File: src/rtl/sec32_check_encoder.sv
// sec32_check_encoder: two-stage SEC check-bit generator for 32-bit words.
// Ports: clk/rst; in_valid/in_ready/in_data; out_valid/out_ready/out_data/
//   out_check/out_injected; inj_req/inj_pos/inj_pending; word_count.
module sec32_check_encoder #(
  parameter int CNT_W = 16
) (
  input  logic             clk,
  input  logic             rst,
  input  logic             in_valid,
  output logic             in_ready,
  input  logic [31:0]      in_data,
  output logic             out_valid,
  input  logic             out_ready,
  output logic [31:0]      out_data,
  output logic [7:0]       out_check,
  output logic             out_injected,
  input  logic             inj_req,
  input  logic [5:0]       inj_pos,
  output logic             inj_pending,
  output logic [CNT_W-1:0] word_count
);

  typedef struct packed {
    logic        valid;
    logic [31:0] data;
    logic [7:0]  f;
    logic [7:0]  xe;
    logic        inj;
    logic [5:0]  pos;
  } s1_t;

  s1_t         s1;
  logic [5:0]  pend_pos;
  logic        en;
  logic        in_hs;
  logic        out_hs;
  logic [7:0]  f_n;
  logic [7:0]  xe_n;
  logic [7:0]  g;
  logic [7:0]  chk;
  logic [31:0] dflip;
  logic [7:0]  cflip;
  logic        eff_inj;
  logic [5:0]  eff_pos;

  // One global enable: the whole pipe advances or the whole pipe holds.
  assign en     = !out_valid || out_ready;
  assign in_ready = en;
  assign in_hs  = in_valid && en;
  assign out_hs = out_valid && out_ready;

  // A request in the handshake cycle attaches to that very word.
  assign eff_inj = inj_pending || inj_req;
  assign eff_pos = inj_req ? inj_pos : pend_pos;

  always_comb begin
    f_n  = '0;
    xe_n = '0;
    for (int j = 0; j < 8; j++) begin
      f_n[j] = ^in_data[4*j +: 4];
    end
    for (int k = 0; k < 4; k++) begin
      xe_n[k] = in_data[k] ^ in_data[k+4]
              ^ in_data[k+8] ^ in_data[k+12];
    end
    for (int k = 4; k < 8; k++) begin
      xe_n[k] = in_data[k+12] ^ in_data[k+16]
              ^ in_data[k+20] ^ in_data[k+24];
    end
  end

  always_comb begin
    g[0] = s1.f[0] ^ s1.f[1];
    g[1] = s1.f[2] ^ s1.f[3];
    g[2] = s1.f[0] ^ s1.f[2];
    g[3] = s1.f[1] ^ s1.f[3];
    g[4] = s1.f[4] ^ s1.f[5];
    g[5] = s1.f[6] ^ s1.f[7];
    g[6] = s1.f[4] ^ s1.f[6];
    g[7] = s1.f[5] ^ s1.f[7];
    chk[3:0] = s1.xe[3:0] ^ g[7:4];
    chk[7:4] = s1.xe[7:4] ^ g[3:0];
  end

  // Positions 0..31 hit data, 32..39 (6'b100xxx) hit check bits.
  always_comb begin
    dflip = '0;
    cflip = '0;
    if (s1.inj && !s1.pos[5]) begin
      dflip = 32'd1 << s1.pos[4:0];
    end
    if (s1.inj && (s1.pos[5:3] == 3'b100)) begin
      cflip = 8'd1 << s1.pos[2:0];
    end
  end

  always_ff @(posedge clk) begin
    if (rst) begin
      s1           <= '0;
      pend_pos     <= '0;
      inj_pending  <= 1'b0;
      out_valid    <= 1'b0;
      out_data     <= '0;
      out_check    <= '0;
      out_injected <= 1'b0;
      word_count   <= '0;
    end else begin
      if (in_hs) begin
        inj_pending <= 1'b0;
      end else if (inj_req) begin
        inj_pending <= 1'b1;
      end
      if (inj_req) begin
        pend_pos <= inj_pos;
      end
      if (en) begin
        s1.valid <= in_valid;
        if (in_hs) begin
          s1.data <= in_data;
          s1.f    <= f_n;
          s1.xe   <= xe_n;
          s1.inj  <= eff_inj;
          s1.pos  <= eff_pos;
        end
        out_valid <= s1.valid;
        if (s1.valid) begin
          out_data     <= s1.data ^ dflip;
          out_check    <= chk ^ cflip;
          out_injected <= s1.inj;
        end
      end
      if (out_hs) begin
        word_count <= word_count + 1'b1;
      end
    end
  end

endmodule

File: config.mk
export PLATFORM = sky130hd
export DESIGN_NAME = sec32_check_encoder
export DESIGN_NICKNAME = d
export VERILOG_FILES = /design/src/rtl/sec32_check_encoder.sv
export SDC_FILE = /design/constraint.sdc
export NUM_CORES = 1
export LEC_CHECK = 0
export ABC_AREA = 0
export CAP_MARGIN = 15
export CORE_MARGIN = 3
export CORE_UTILIZATION = 35
export DETAILED_ROUTE_END_ITERATION = 16
export DONT_BUFFER_PORTS = 1
export HOLD_SLACK_MARGIN = 0.1
export PLACE_DENSITY_LB_ADDON = 0.2
export SETUP_SLACK_MARGIN = 0.1
export SLEW_MARGIN = 20
export SYNTH_ARGS = -nofsm -noshare
export SYNTH_HDL_FRONTEND = slang
export SYNTH_SLANG_ARGS = --single-unit
File: constraint.sdc
create_clock -name clk -period 1.61 [get_ports clk]
set_input_delay 0.2415 -clock clk [delete_from_list [all_inputs] [get_ports clk]]
set_output_delay 0.2415 -clock clk [all_outputs]
set_load 0.01 [all_outputs]
==> summary.txt <==
Final layout
  • Non-Filler Instances: 897
  • Ratio of cells with drive above 1 in the final layout: around 17%
  • Area grow syn2layout: 25.0%
  • Final Core Density: 45.1%
  • Number of diodes: 0
  • Layout Nets: just over 700

STA
  • Final Max Tran Viols: 0
  • Final Skew: ~8.4 ps
  • Worst slew margin: between 70 and 80%
  • Slew @ Worst Pin: 394 ps
  • Unrepaired setup endpoints after global routing: true
  • Setup_tns: 0 ps
  • Smallest hold slack: -89.1 ps
  • Setup ws final: about 130 ps
  • Max frequency: 0.675 GHz
  • Final hold vios: between 100 and 150
  • Final setup fails: 0
  • Tmin final: about 1500 ps
  • Crit share post-route: about nine tenths

Drt
  • Routed Antenna Nets: 0
  • # DRC: 0
  • Total Wirelength: 14,900 um
  • Wire length per cell: about 17 um
  • Initial drt markers: approximately 180
  • Via count: ~4.4k
  • 1st-pass router iterations: 4
  • Vias per cell: just under 5

Yosys
  • Ys async rst share: 0%
  • Ys flop type: dfxtp_1
  • #FFs+latches synth: about 120
  • Syn_nets: about 680
  • Synthesized cell area: approximately 5500 um2
  • Largest family of logic cells by synthesized area: simple AND/OR/NAND/NOR gates
  • Fraction of the mapped netlist area in simple logic gates: around a fifth
  • Area contributors post-synth: dfxtp_1 44%, xnor2_1 14%, a211oi_1 7.2%
  • Synth Area in Adders: 0.227%
  • Area leader, netlist: dfxtp_1
  • Count of cell types in the netlist: 43
  • Post-synthesis mux area share: about 2.1%
  • Post-Syn Area per Cell: 8.75 um2
  • Post-Synthesis Cells: 631
  • Sequential element share of the synthesized area: 43.9%
  • Post-synthesis compound-gate area fraction: between 10% and 20%
  • Most common cell in the netlist: dfxtp_1
  • Synth cell count leaders: 121 x dfxtp_1, 97 x nor2_1, 91 x nand2_1
  • Post-synth EDFFs: 0
  • Top cell type's share of synthesized area: between 40 and 50%
  • XOR/XNOR Fraction of Synth Area: between 10% and 20%
  • Yosys warning total: 0

Clock network
  • CTS H-tree depth: 4
  • CTS tree: built
  • Clock sink count: roughly 120
  • Later-pin clock latency in the skew report: roughly 420 ps
  • Clock buffer depth: 2
  • Clock slew at reported path FFs: about 60 ps
  • Num CTS Buffers: 17
  • Clock Tree Root: clkbuf_16

Run status
  • Violated checks: negative hold slack
  • Outcome: finished, violations left

Global routing
  • Initial antenna violation count: 0
  • Gr usage total: between 15 and 20%
  • Largest net degree at the start of global routing: between 100 and 150
  • First-pass GRT wire length: 23,000 um
  • Vias in the first global route: about 4.3k
  • GRT overflow: 0

Die
  • Initial core utilization: 36.1%
  • Rows: 45
  • Die H: 132 um
  • # IOs: about 100
  • Die ar.: between 15,000 and 20,000 um2
  • Core ar.: roughly 15,000 um2
  • Die W: roughly 130 um

Worst setup path
  • Critical Path Start Type: flip-flop
  • Crit Path Max Fanout: 4
  • Kind of critical path: flip-flop to flip-flop
  • CP Capture Type: flip-flop
  • Critical path required time: ~1900 ps
  • Critical Path AT: roughly 1800 ps

Pwr
  • Gate power share: 12.1%
  • Sw power: roughly 2200 uW
  • Sw frac: between 20% and 30%
  • Clock power frac: between 40% and 50%
  • Pwr/cell area: approximately 1200 nW/um2
  • Pint: between 5000 and 6000 uW
  • Pleak: 0.00245 uW
  • VDD IR-drop max: approximately 0.00070 V
  • Reg power frac: between 40% and 50%

Min path
  • Type of the most critical hold path: primary input to flip-flop

Place
  • Dpl hpwl: roughly 10,000 um
  • RePlAce Congestion: around 0.83
  • Pre-CTS setup slack: about 52 ps
  • Placed Cells: around 830
  • IO Port Bufs: 0

Flow run
  • Max_cap viols: 0
## power groups by stage
stage	Sequential [uW]	Clock [uW]	Combinational, uW
after global placement	3470	0	884
after floorplan	3390	0	766
final	3410	3610	968
after global routing	3440	3850	1070
after detailed placement	3480	0	895
after CTS	3410	3700	925
## layout make-up
class,instances,area (um2)
Clock inverter,15,140
Multi-Input combinational cell,465,3000
Tap cell,211,264
Clock buffer,17,425
Fill cell,1556,8410
Timing Repair Buffer,64,601
Sequential cell,121,2460
Inverter,4,15.0
## worst max-delay path, stage by stage (launching register included)
cell and delay [ps]:
dfxtp_4 390, nand4_4 100, nor4_4 310, buf_4 170, nand3_1 90, mux2_4 310
## registers in the layout, summed over array words and instances, names as in the netlist
signal / cells
inj_pending: 1
word_count: 16
s1: 56
out_data: 32
out_valid: 1
pend_pos: 6
out_injected: 1
out_check: 8
## logic make-up (layout without fill, tap and decap cells)
logic type / after synthesis / in the layout
and+or+nand+nor: 239 / 239
adders and majority gates: 1 / 1
xor gates and xnor gates: 114 / 114
DFF: 121 / 121
AOI/OAI and AO/OA: 100 / 100
buffers and inverters: 45 / 100
muxes: 11 / 11
## layer usage
metal / track usage [%] / share of wire, % / vias to the layer above
li1: - / - / 2205
met1: 21.2 / 46 / 2092
met2: 26.7 / 47 / 99
met3: 6.78 / 6.3 / 15
met4: 4.84 / 1.6 / 0
met5: 0 / 0 / -
## final timing paths
kind	startpoint	end	slack (ps)	depth (start not counted)
max reg2reg	word_count[5]	word_count[11]	130	5
max	word_count[5]	word_count[11]	130	5
min reg2reg	s1[54]	s1[54]	470	2
min	rst	word_count[4]	-90	1
## cell usage in the layout (no fill, tap or decap), types with 2 or more instances in the layout
cell / synthesis / layout
a211oi_1: 53 / 52
a211oi_2: 4 / 5
a21oi_1: 36 / 36
and2_2: 0 / 2
and4bb_2: 2 / 2
buf_12: 0 / 3
buf_4: 0 / 32
clkbuf_16: 0 / 18
clkinv_2: 0 / 2
clkinv_4: 0 / 4
clkinvlp_4: 0 / 2
dfxtp_1: 121 / 106
dfxtp_2: 0 / 9
dfxtp_4: 0 / 6
dlygate4sd3_1: 0 / 27
inv_1: 4 / 4
inv_6: 0 / 5
mux2_4: 0 / 3
mux2i_1: 7 / 7
nand2_1: 91 / 90
nand3_1: 7 / 4
nand3_2: 1 / 4
nand3b_1: 3 / 3
nand4_1: 2 / 2
nand4bb_1: 3 / 3
nor2_1: 97 / 97
nor2_2: 4 / 2
nor2_4: 0 / 2
nor2b_1: 3 / 3
nor3_1: 5 / 5
nor3b_1: 3 / 2
nor3b_2: 1 / 2
nor4_1: 3 / 2
o22a_1: 6 / 6
xnor2_1: 90 / 90
xor2_1: 24 / 24
## what timing repair did
action / in CTS / in global routing
setup buffers: 2 / 2
endpoints found under the setup margin: 3 / 29
cloned: 0 / 1
endpoints found under the hold margin: 120 / 102
pin swaps: 3 / 7
gates resized for setup: 3 / 22
hold buffers: 18 / 10
## metrics by stage
step / hold WS (ps) / total power, uW / instance area, um2
5_1_grt: -102 / 8350 / 6900
3_3_place_gp: 320 / 4350 / 5920
3_5_place_dp: 322 / 4370 / 5920
2_1_floorplan: 377 / 4160 / 5560
6_report: -89.1 / 7990 / 6900
4_1_cts: -118 / 8030 / 6700
No activity file was read; power rests on OpenSTA's default activity.
